File: config.mk
export PLATFORM = sky130hd
export DESIGN_NAME = jk_excite_driver
export DESIGN_NICKNAME = d
export VERILOG_FILES = /design/src/rtl/jk_excite_driver.sv
export SDC_FILE = /design/constraint.sdc
export NUM_CORES = 1
export LEC_CHECK = 0
export BUFFER_PORTS_ARGS = -buffer_cell sky130_fd_sc_hd__buf_2
export CAP_MARGIN = 30
export CORE_AREA = 2 2 74 59
export CTS_BUF_LIST = sky130_fd_sc_hd__clkbuf_4 sky130_fd_sc_hd__clkbuf_8
export CTS_CLUSTER_SIZE = 20
export DETAILED_ROUTE_END_ITERATION = 8
export DIE_AREA = 0 0 76 61
export GPL_TIMING_DRIVEN = 0
export SLEW_MARGIN = 30
export SYNTH_ARGS = -nofsm -noshare
export SYNTH_HDL_FRONTEND = slang
export SYNTH_SLANG_ARGS = --single-unit
File: constraint.sdc
create_clock -name clk -period 1.8 [get_ports clk]
set_clock_uncertainty 0.05 [all_clocks]
set_input_delay 0.36 -clock clk [delete_from_list [all_inputs] [get_ports clk]]
set_output_delay 0.36 -clock clk [all_outputs]
set_load 0.02 [all_outputs]
File: src/rtl/jk_excite_driver.sv
// Drives a bank of JK flip-flops toward a requested value. Each pass is one drive cycle
// followed by one check cycle, with a bounded number of re-drive attempts.
module jk_excite_driver #(
  parameter int unsigned WIDTH     = 8,
  parameter int unsigned MAX_RETRY = 3,
  parameter bit          USE_TOGGLE = 1'b0
) (
  input  logic             clk,
  input  logic             rst_n,
  input  logic             req_valid,
  output logic             req_ready,
  input  logic [WIDTH-1:0] target,
  input  logic [WIDTH-1:0] q_fb,
  output logic [WIDTH-1:0] j,
  output logic [WIDTH-1:0] k,
  output logic             done,
  output logic             err,
  output logic [2:0]       attempts
);

  localparam logic [2:0] MaxAttempts = 3'(MAX_RETRY + 1);

  typedef enum logic [1:0] {StIdle, StDrive, StCheck} state_e;

  state_e           state_q, state_d;
  logic [WIDTH-1:0] target_q, target_d;
  logic [WIDTH-1:0] j_q, j_d, k_q, k_d;
  logic             done_q, done_d, err_q, err_d;
  logic [2:0]       attempts_q, attempts_d;

  logic [WIDTH-1:0] drive_tgt, set_bits, clr_bits, j_drv, k_drv;

  // At accept the target is not latched yet, so the live input is used.
  always_comb begin
    drive_tgt = (state_q == StIdle) ? target : target_q;
    set_bits  = drive_tgt & ~q_fb;
    clr_bits  = ~drive_tgt & q_fb;
    if (USE_TOGGLE) begin
      j_drv = set_bits | clr_bits;
      k_drv = set_bits | clr_bits;
    end else begin
      j_drv = set_bits;
      k_drv = clr_bits;
    end
  end

  always_comb begin
    state_d    = state_q;
    target_d   = target_q;
    j_d        = '0;
    k_d        = '0;
    done_d     = 1'b0;
    err_d      = 1'b0;
    attempts_d = attempts_q;
    unique case (state_q)
      StIdle: begin
        if (req_valid) begin
          target_d   = target;
          attempts_d = 3'd1;
          j_d        = j_drv;
          k_d        = k_drv;
          state_d    = StDrive;
        end
      end
      StDrive: begin
        state_d = StCheck;
      end
      StCheck: begin
        if (q_fb == target_q) begin
          done_d  = 1'b1;
          state_d = StIdle;
        end else if (attempts_q < MaxAttempts) begin
          j_d        = j_drv;
          k_d        = k_drv;
          attempts_d = attempts_q + 3'd1;
          state_d    = StDrive;
        end else begin
          err_d   = 1'b1;
          state_d = StIdle;
        end
      end
      default: state_d = StIdle;
    endcase
  end

  always_ff @(posedge clk or negedge rst_n) begin
    if (!rst_n) begin
      state_q    <= StIdle;
      target_q   <= '0;
      j_q        <= '0;
      k_q        <= '0;
      done_q     <= 1'b0;
      err_q      <= 1'b0;
      attempts_q <= 3'd0;
    end else begin
      state_q    <= state_d;
      target_q   <= target_d;
      j_q        <= j_d;
      k_q        <= k_d;
      done_q     <= done_d;
      err_q      <= err_d;
      attempts_q <= attempts_d;
    end
  end

  assign req_ready = (state_q == StIdle);
  assign j         = j_q;
  assign k         = k_q;
  assign done      = done_q;
  assign err       = err_q;
  assign attempts  = attempts_q;

endmodule
Word-level counts from Yosys, hierarchy flattened
Index checks and enable logic that the tools add are counted.
Operators by class
  add/sub/neg operators: 1
  order comparisons: 1
  equality and inequality tests: 6
  multiplexer cells: 22
  bitwise gates (word level): 4
  reduce and logical (&&, ||, !) cells: 4
Operators by type and width (count)
  2-to-1 mux 8 bit: 7
  case mux 8 bit (2 select lines): 2
  AND 8 bit: 2
  NOT 8 bit: 2
  2-to-1 mux 3 bit: 3
  equality test 8 bit: 1
  2-to-1 mux 1 bit: 7
  != test 2 bit, second input constant: 3
  case mux 2 bit (3 select lines): 1
  case mux 3 bit (2 select lines): 1
  AND reduction 4 bit: 1
  adder 3 x 1 -> 3 bit, second input constant: 1
  < comparator 3 bit, second input constant: 1
  equality test 2 x 1 -> 1 bit, second input constant: 1
  equality test 2 bit, second input constant: 1
  logical NOT 2 bit: 1
  2-to-1 mux 2 bit: 1
  AND reduction 2 bit: 1
  nonzero test 2 bit: 1
Storage, ports and cells
  bits in registers: 31
  input bits: 19
  output and inout bits: 22

Longest topological paths before layout
Gate-level depths: netlist of run 1.
  depth in word-level cells: 7
  depth in mapped cells: 6

Worst setup path before layout of run 1
Ideal clock, no wire load.
  path type: reg2reg
  start: reg target_q[3]
  end: reg attempts_q[1] (netlist: attempts[1])
  setup time: 0.079 ns
  arrival time: 1.433 ns
  slack: 0.238 ns
  stages on the path, launching flop included: 7
  path through: dfrtp_1 xor2_1 nor4_1 a211o_1 buf_6 buf_12 mux2i_1
On the way
  cells in the longest elaborated chain, start to end: 3
Ends and longest elaborated chain
  start, declared: RTL line 26  | logic [WIDTH-1:0] target_q, target_d;
  start signal, assigned: RTL line 97  | target_q <= target_d;
  equality test 8 bit: RTL line 69  | if (q_fb == target_q) begin
  != test 2 bit (no line)
  AND reduction 4 bit (no line)
  end signal, assigned: RTL line 102  | attempts_q <= attempts_d;
  end, declared: RTL line 29  | logic [2:0] attempts_q, attempts_d;
No other way between the ends.
A chain may end at the register's enable or synchronous reset.

Worst setup path in the final report of run 1
  start: reg target_q[1]
  end: reg attempts_q[1] (netlist: attempts[1])
Same word-level chain as after synthesis.

==> results of run 1 <==
[cells in the final DEF (no fill, tap or decap), drive strengths merged, types with 2 or more instances in the layout]
| cell | Yosys | layout |
|---|---|---|
| a211oi | 8 | 8 |
| nor2b | 3 | 3 |
| mux2 | 8 | 8 |
| clkbuf | 1 | 9 |
| buf | 4 | 47 |
| nor2 | 2 | 2 |
| nand2 | 12 | 12 |
| dfrtp | 31 | 31 |
| nor4 | 2 | 2 |
| mux2i | 10 | 10 |
| xor2 | 8 | 8 |
| a21oi | 9 | 9 |
[worst register-to-register path, cell delays in order, from the launching register on]
cell     delay, ns
dfrtp_1       0.40
xor2_1        0.17
nor4_2        0.39
a211o_1       0.20
buf_6         0.13
buf_12        0.13
mux2i_1       0.17
[metrics by stage]
step	TNS (ns)	hold slack (ns)	std cells	instance area (sq um)
final	0	0.0605	210	1730
after global routing	0	0.120	210	1730
after CTS	0	0.0839	207	1700
after detailed placement	-0.675	0.391	199	1590
after global placement	-0.614	0.378	199	1590
after floorplan	0	0.0144	104	1320
[flip-flops by register name, summed over array words and instances, names as in the netlist]
| register | count |
|---|---|
| j | 8 |
| k | 8 |
| target_q | 8 |
| done | 1 |
| state_q | 2 |
| err | 1 |
| attempts | 3 |
[power by group through the flow]
stage	Combinational, mW	Clock (mW)	Sequential (mW)
3_3_place_gp	1.17	0	1.08
5_1_grt	1.36	0.659	1.12
3_5_place_dp	1.19	0	1.10
2_1_floorplan	0.691	0	1.25
4_1_cts	1.21	0.635	1.08
6_report	1.25	0.621	1.08
[what timing repair did]
action                                  CTS  global route
endpoints found under the setup margin    8            10
cloned                                    0             0
buffers inserted                          0             3
resized for setup                         1             3
pin swaps                                 0             2
[per-layer routing]
layer / global-route usage / up-vias / part of all wire
li1: - / 469 / -
met1: 0.153 / 453 / 0.46
met2: 0.222 / 30 / 0.46
met3: 0.0521 / 7 / 0.057
met4: 0.0883 / 0 / 0.023
met5: 0 / - / 0
[kinds of logic after synthesis]
kind of cell    count (synthesis)  synth area share
simple gates                   21            0.0731
buf+inv                         6            0.0370
compound gates                 19            0.0940
fa+ha+maj                       1           0.00950
mux                            18             0.144
flops                          31             0.589
xor+xnor                        8            0.0532
[cell type report]
class | instances | area share
clock buffer | 8 | 0.0601
multi-input combinational | 67 | 0.293
inverter | 1 | 0.00217
sequential | 31 | 0.449
tap | 55 | 0.0398
timing repair buffer | 43 | 0.129
buffer | 5 | 0.0275
[worst max-delay path by stage]
stage	from	end	slack, ns	depth (start not counted)
3_3_place_gp	q_fb[3]	attempts[1]	-0.1	7
3_5_place_dp	q_fb[3]	attempts[1]	-0.10	7
4_1_cts	state_q[1]	req_ready	0.005	3
6_report	target_q[1]	attempts[1]	0.10	6
5_1_grt	state_q[1]	req_ready	0.006	3
2_1_floorplan	target_q[3]	attempts[1]	0.24	6
==> impl_summary.txt, run 1 <==
----------------------------------------------------
[Outcome]
  Run status ... finished, final reports clean

[STA]
  Max-slew violation count ... 0
  Slew at the pin with the worst max-slew slack ... 0.673 ns
  Upper clock frequency limit ... around 600 MHz
  Final setup vio count ... 0
  Time the final worst path needs with I/O delays and setup ... 1.70 ns
  Max-Slew Margin vs Limit ... 0.551
  Final hold vios ... 0
  Unrepaired setup endpoints after global routing ... no
  Period utilisation layout ... 0.944
  Final WS setup ... roughly 0.1 ns

[Final layout]
  Antenna cells ... 0
  Combined area of the multi-input logic cells ... 505 sq um
  Relative area change from synthesis to final layout ... 31.1%
  Combined flip-flop and latch cell area ... 776 sq um
  Final layout net count ... 174
  Fillcell total ... 397
  Fraction of layout instances using a drive strength above 1 ... 0.419
  Utilization after layout ... 0.445

[Synth]
  Netlist area before placement ... 0.00132 sq mm
  Prevailing post-synth register cell ... dfrtp_1
  Number of enable-type register cells in the synthesized netlist ... 0
  Most common library cells after synthesis ... dfrtp_1 (31), nand2_1 (12), mux2i_1 (10)
  Average cell area after synthesis ... 12.7 sq um
  Ranking of synthesized cells by area ... dfrtp_1 (59%), mux2i_1 (7.6%), mux2_2 (6.8%)
  Post-synth net total ... ~120
  Share of flip-flops with an asynchronous set or reset after synthesis ... 1.00
  Synthesized instance count ... around 100
  Post-synthesis register bit count ... 31
  Number of library cell types mapped by synthesis ... 20
  Area fraction of the dominant cell type after synthesis ... 0.589
  Post-synthesis sequential area ratio ... 0.589
  Count of warnings emitted by yosys ... 0
  Cell type with the highest aggregate area in the netlist ... dfrtp_1
  Most frequently used cell type in the post-synthesis netlist ... dfrtp_1

[Global routing]
  Largest net degree at the start of global routing ... 32
  GRT Resource Usage Total ... 0.135
  Number of global-route vias before repair ... around 1000
  Total congestion overflow after global routing ... 0
  Number of antenna violations at the first check in global routing ... 0
  Global-route wire length before repair ... 4580 um

[Critical path]
  Critical path capture point type ... flip-flop
  Kind of start point of the critical path ... flip-flop
  Class of the most critical setup path ... flip-flop to flip-flop
  Slowest cell on the critical path ... dfrtp_1
  Required arrival time at the worst endpoint ... 1.96 ns
  Largest fanout of any net on the critical path ... 10
  Largest delay contributor family on the critical path ... flip-flops
  Capture point of the worst reg-to-reg path ... attempts[1]
  FF-to-FF setup slack ... 0.10 ns
  Logic depth of the worst register-to-register path ... 6
  Crit path largest cell delay ... 0.40 ns
  CP cell instances ... xor2_1, nor4_2, a211o_1, buf_6, buf_12, mux2i_1
  Worst path bufs/invs ... 2
  WP data arrival ... between 1.5 and 2 ns
  Crit Reg-Reg Startpoint ... target_q[1]

[Place]
  RePlAce Congestion ... 0.774
  # port buffers ... 40
  Setup WS pre-CTS ... -0.105 ns

[Pwr]
  Portion of total power attributed to combinational logic ... 0.423
  Power Dens Cells ... 1710 mW/mm^2
  Internal power ... approximately 1.9 mW
  Leak Pwr ... between 0.8 and 0.9 nW
  Pwr Total ... 2.95 mW
  Sequential Power Share ... 0.366
  Worst ir drop on vdd ... 0.741 mV
  Share of total power in the clock network ... 0.210
  Fraction of power spent switching nets ... 0.373
  Switching component of the power ... 1.10 mW

[Clock tree]
  Clock slew at the register clock pins of the worst setup and hold paths ... 0.07 ns
  CTS max path bufs ... 2
  CTS tree ... yes
  Cts bufs inserted ... 5
  CTS HTree Levels ... 2
  Number of clock sinks ... 31
  Post-CTS Hold Buffers ... 0
  Clock latency reported for the late side of the worst-skew pair ... 0.29 ns
  CTS Root Cell ... clkbuf_8

[Die]
  Number of rows in the core area ... 20
  CORE AREA ... 0.00388 sq mm
  Starting density of the core ... 0.340
  Floorplan die area ... 0.00464 sq mm
  Number of top-level design ports ... 41
  Horizontal die dimension ... roughly 76 um
  Die height ... 61 um

[Drt]
  Initial DRC Count ... 30
  Number of vias after detailed routing ... approximately 960
  First-pass DRT Iterations ... 4
  Wire per inst ... 13.3 um
  Final wirelength ... between 2000 and 3000 um
  Number of antenna-violating nets in the routed design ... 0
  Average via count per standard cell ... 4.57
  Post-route DRC violation count ... 0

[Run]
  Max-cap check violation count ... 0

[Worst hold path]
  Hold/Removal Path Class ... input port to async pin

----------------------------------------------------
(Power assumes the default switching activity.)
==> run 2: changes to the inputs <==
--- a/config.mk
+++ b/config.mk
@@ -12,7 +12,6 @@
 export CTS_CLUSTER_SIZE = 20
 export DETAILED_ROUTE_END_ITERATION = 8
 export DIE_AREA = 0 0 76 61
-export GPL_TIMING_DRIVEN = 0
 export SLEW_MARGIN = 30
 export SYNTH_ARGS = -nofsm -noshare
 export SYNTH_HDL_FRONTEND = slang
==> impl_summary.txt, run 2 (synthesis results as in run 1) <==
----------------------------------------------------
[Critical path]
  CP startpoint ... state_q[1]
  WP data arrival ... 1.27 ns
  Crit Reg-Reg Startpoint ... target_q[7]
  Critical path capture point type ... output pin
  Largest fanout of any net on the critical path ... 6
  Class of the most critical setup path ... flip-flop to output pin
  Kind of start point of the critical path ... flip-flop
  Required arrival time at the worst endpoint ... 1.39 ns

[STA]
  Period utilisation layout ... 0.934
  Time the final worst path needs with I/O delays and setup ... 1.68 ns
  Unrepaired setup endpoints after global routing ... no
  Minimum hold slack ... 0.0716 ns
  Max-Slew Margin vs Limit ... 0.548
  Max-slew violation count ... 0
  Final hold vios ... 0
  Final setup vio count ... 0
  Slew at the pin with the worst max-slew slack ... 0.678 ns
  Upper clock frequency limit ... 595 MHz

[Place]
  RePlAce Congestion ... around 0.72
  # port buffers ... 40
  Dpl cells ... about 200
  Half-perimeter wire length after placement ... 1980 um

[Final layout]
  Non-filler cells, final ... 209
  Fraction of layout instances using a drive strength above 1 ... 0.422
  Final layout net count ... 173
  Relative area change from synthesis to final layout ... 29.5%
  Most frequent cells in the layout ... buf_2 (40), dfrtp_1 (31), nand2_1 (12), mux2i_1 (10), a21oi_1 (9)
  Antenna cells ... 0
  Most common cell after layout, fill and taps aside ... buf_2
  Utilization after layout ... 0.440

[Outcome]
  Run status ... finished, final reports clean

[Pwr]
  Leak Pwr ... 0.888 nW
  Power Dens Cells ... 1690 mW/mm^2
  Worst ir drop on vdd ... 0.671 mV
  Pwr Total ... 2.88 mW

[Run]
  Max-cap check violation count ... 0

[Clock tree]
  Clock latency reported for the late side of the worst-skew pair ... ~0.27 ns
  CTS max path bufs ... 2
  Clock slew at the register clock pins of the worst setup and hold paths ... around 0.060 ns
  Number of clock sinks ... 31
  CTS Root Cell ... clkbuf_8
  CTS tree ... yes
  Cts bufs inserted ... 5
  CTS HTree Levels ... 2

[Die]
  Number of rows in the core area ... 20
  Starting density of the core ... 0.340
  Floorplan die area ... 0.00464 sq mm
  Number of top-level design ports ... 41
  CORE AREA ... 0.00388 sq mm
  Die height ... 61 um
  Horizontal die dimension ... 76 um

[Global routing]
  Global Route met1 Usage ... 0.138
  Global routing met3 resource utilization ... 0.0491
  Most utilized layer in the global route result ... met2
  Largest net degree at the start of global routing ... 32
  Total congestion overflow after global routing ... 0
  Number of global-route vias before repair ... around 1.0k
  GRT Resource Usage Total ... 0.125
  Global-route wire length before repair ... 4400 um
  GR Layer Usage met2 ... 0.228
  Number of antenna violations at the first check in global routing ... 0

[Worst hold path]
  Hold/Removal Path Class ... input port to async pin

[Drt]
  Initial DRC Count ... 28
  Number of antenna-violating nets in the routed design ... 0
  First-pass DRT Iterations ... 4
  Number of vias after detailed routing ... between 900 and 1k
  Final wirelength ... 2600 um
  Post-route DRC violation count ... 0
  Wire per inst ... 12.4 um
  Average via count per standard cell ... 4.61

----------------------------------------------------
-- run 2: cell types whose count changed in the layout (fill, tap and decap cells not counted) --
cell / delta
nor4_1: +1
nor2_1: -1
nor4_2: -1
buf_6: -1
buf_12: -1
buf_2: -1
buf_4: +3
clkbuf_1: -1
nor2_2: +1
-- run 2: worst paths after layout --
| kind | slack, ns | endpoint | depth (start not counted) |
|---|---|---|---|
| worst max register to register | 0.17 | j[2] | 5 |
| max in group asynchronous | 1.19 | k[0] | 1 |
| worst min register to register | 0.44 | state_q[1] | 1 |
| worst min-delay path | 0.07 | target_q[6] | 1 |
| worst max-delay path | 0.12 | req_ready | 3 |
| min in group clk | 0.23 | j[6] | 2 |
-- run 2: timing repair --
action | 4_1_cts | 5_1_grt
resized for setup | 0 | 2
buffers inserted | 0 | 0
hold buffers | 0 | 0
setup endpoints to repair | 0 | 20
-- run 2: cell type report --
cell class                 count  area, sq um
multi-input combinational     67          502
timing repair buffer          47          253
sequential                    31          776
inverter                       1         3.75
clock buffer                   8          104
fill                         382         2170
tap                           55         68.8
-- run 2: through the flow --
step / area [sq um] / setup slack (ns) / TNS (ns)
2_1_floorplan: 1320 / 0.238 / 0
3_3_place_gp: 1590 / 0.0130 / 0
3_5_place_dp: 1590 / -0.0439 / -0.356
4_1_cts: 1700 / 0.0233 / 0
5_1_grt: 1710 / 0.0246 / 0
6_report: 1710 / 0.118 / 0
-- run 2: power by group --
group | internal (mW) | switching, mW
Combinational | 0.527 | 0.665
Clock | 0.363 | 0.238
Sequential | 0.939 | 0.147
-- run 2: per-layer routing --
metal / vias up / part of all wire
met5: - / 0
met4: 0 / 0.0088
met3: 5 / 0.077
met2: 31 / 0.49
met1: 468 / 0.42
li1: 460 / -
-- run 2: critical path: stages (launching register included) --
cell     delay (ns)
dfrtp_1        0.41
nor2_2         0.20
buf_4          0.21
buf_2          0.18
==> run 3: changes to the inputs <==
==> constraint.sdc (replaced) <==
create_clock -name clk -period 1.6 [get_ports clk]
set_clock_uncertainty 0.05 [all_clocks]
set_input_delay 0.32 -clock clk [delete_from_list [all_inputs] [get_ports clk]]
set_output_delay 0.32 -clock clk [all_outputs]
set_load 0.02 [all_outputs]
==> impl_summary.txt, run 3 (synthesis results as in run 1) <==
----------------------------------------------------
[Global routing]
  Number of antenna violations at the first check in global routing ... 0
  Number of global-route vias before repair ... 1058
  Total congestion overflow after global routing ... 0
  Global routing met3 resource utilization ... 0.0461
  Global-route wire length before repair ... 5010 um
  Largest net degree at the start of global routing ... 32
  GRT Resource Usage Total ... 0.144
  Global Route met1 Usage ... 0.168
  GR Layer Usage met2 ... 0.258
  Most utilized layer in the global route result ... met2

[Clock tree]
  Number of clock sinks ... 31
  Clock latency reported for the late side of the worst-skew pair ... 0.27 ns
  CTS tree ... yes
  Cts bufs inserted ... 5
  CTS HTree Levels ... 2
  Clock slew at the register clock pins of the worst setup and hold paths ... 0.06 ns
  CTS Root Cell ... clkbuf_8
  CTS max path bufs ... 2

[Pwr]
  Worst ir drop on vdd ... 0.798 mV
  Share of total power in the clock network ... 0.165
  Switching component of the power ... approximately 1.3 mW
  Leak Pwr ... 0.930 nW
  Fraction of power spent switching nets ... 0.384
  Internal power ... 2.11 mW
  Power Dens Cells ... 1860 mW/mm^2
  Sequential Power Share ... 0.362
  Portion of total power attributed to combinational logic ... 0.474

[Drt]
  Number of antenna-violating nets in the routed design ... 0
  First-pass DRT Iterations ... 4
  Initial DRC Count ... 12
  Final wirelength ... 2940 um
  Post-route DRC violation count ... 0
  Number of vias after detailed routing ... approximately 990
  Average via count per standard cell ... 4.59
  Wire per inst ... 13.7 um

[Place]
  Setup WS pre-CTS ... -0.119 ns
  Half-perimeter wire length after placement ... 1990 um
  # port buffers ... 40
  Dpl cells ... 207
  RePlAce Congestion ... ~0.76

[Final layout]
  Fillcell total ... 369
  Most common cell after layout, fill and taps aside ... buf_2
  Final layout net count ... 181
  Antenna cells ... 0
  Relative area change from synthesis to final layout ... 40.0%
  Most frequent cells in the layout ... buf_2 (39), dfrtp_1 (30), nand2_1 (12), buf_4 (12), mux2i_1 (10)
  Combined area of the multi-input logic cells ... 588 sq um
  Fraction of layout instances using a drive strength above 1 ... 0.544
  Non-filler cells, final ... 215
  Combined flip-flop and latch cell area ... 777 sq um

[STA]
  Final setup vio count ... 0
  Slew at the pin with the worst max-slew slack ... 0.695 ns
  Unrepaired setup endpoints after global routing ... yes
  Upper clock frequency limit ... ~630 MHz
  Max-slew violation count ... 0
  Time the final worst path needs with I/O delays and setup ... 1.60 ns
  Period utilisation layout ... 0.999
  Max-Slew Margin vs Limit ... 0.537
  Final WS setup ... 0.00200 ns
  Final hold vios ... 0

[Critical path]
  CP cell instances ... xor2_1, nor4_2, a211o_4, buf_6, mux2i_1
  WP data arrival ... 1.74 ns
  Largest fanout of any net on the critical path ... 4
  Slowest cell on the critical path ... dfrtp_1
  Kind of start point of the critical path ... flip-flop
  Logic depth of the worst register-to-register path ... 5
  Class of the most critical setup path ... flip-flop to flip-flop
  Number of cells on the critical path ... 5
  Largest delay contributor family on the critical path ... flip-flops
  Worst path bufs/invs ... 1
  Required arrival time at the worst endpoint ... approximately 1.7 ns
  Crit path largest cell delay ... 0.40 ns
  Critical path capture point type ... flip-flop

[Die]
  CORE AREA ... approximately 0.0039 sq mm
  Number of rows in the core area ... 20
  Floorplan die area ... 0.00464 sq mm
  Horizontal die dimension ... between 70 and 80 um
  Number of top-level design ports ... 41
  Die height ... 61 um
  Starting density of the core ... 0.340

[Outcome]
  Run status ... finished, final reports clean

[Run]
  Max-cap check violation count ... 0

[Worst hold path]
  Hold/Removal Path Class ... input port to async pin

----------------------------------------------------
run 3: changes by cell type in the layout (fill, tap and decap cells not counted), moves of 3 or more:
cell	change
a21oi_1	-3
buf_6	+4
a211oi_2	+8
a21oi_2	+3
a211oi_1	-8
buf_4	+5
run 3: worst paths after layout:
check	from	end	slack, ns
worst min-delay path	rst_n	target_q[6]	0.03
worst min register to register	state_q[1]	state_q[1]	0.44
worst max register to register	target_q[1]	attempts[1]	0.002
worst max-delay path	target_q[1]	attempts[1]	0.002
max in group asynchronous	rst_n	state_q[1]	0.98
min in group clk	q_fb[3]	j[3]	0.19
run 3: power groups by stage:
stage                     clock network, mW  registers, mW  logic, mW
final                                 0.564           1.24       1.62
after global routing                  0.611           1.28       1.76
after CTS                             0.584           1.23       1.58
after detailed placement                  0           1.24       1.38
after global placement                    0           1.23       1.36
after floorplan                           0           1.40      0.777
run 3: final cells by class:
cell class	instances	share of cell area
Sequential cell	31	0.421
Tap cell	55	0.0373
Timing Repair Buffer	55	0.179
Multi-Input combinational cell	67	0.319
Inverter	1	0.00204
Clock buffer	6	0.0414
run 3: repair_timing:
action | 4_1_cts | 5_1_grt
buffers inserted | 2 | 0
hold buffers | 0 | 0
gates resized for setup | 17 | 8
pin swaps | 10 | 3
cloned | 1 | 0
setup endpoints to repair | 20 | 20
run 3: layer usage:
layer	vias to the layer above	routed length, um
li1	476	-
met1	479	1270
met2	28	1490
met3	3	147
met4	0	27
met5	-	0
run 3: metrics by stage:
step,setup TNS [ns],utilization,power [mW],hold WS (ns),area (sq um)
floorplan,0,-,2.18,-0.0256,1320
global placement,-1.06,0.423,2.59,0.348,1640
detailed placement,-1.69,0.423,2.62,0.356,1640
CTS,-0.0101,0.468,3.39,0.0554,1810
global route,-0.589,0.475,3.65,0.0978,1840
finish,0,0.475,3.43,0.0349,1840
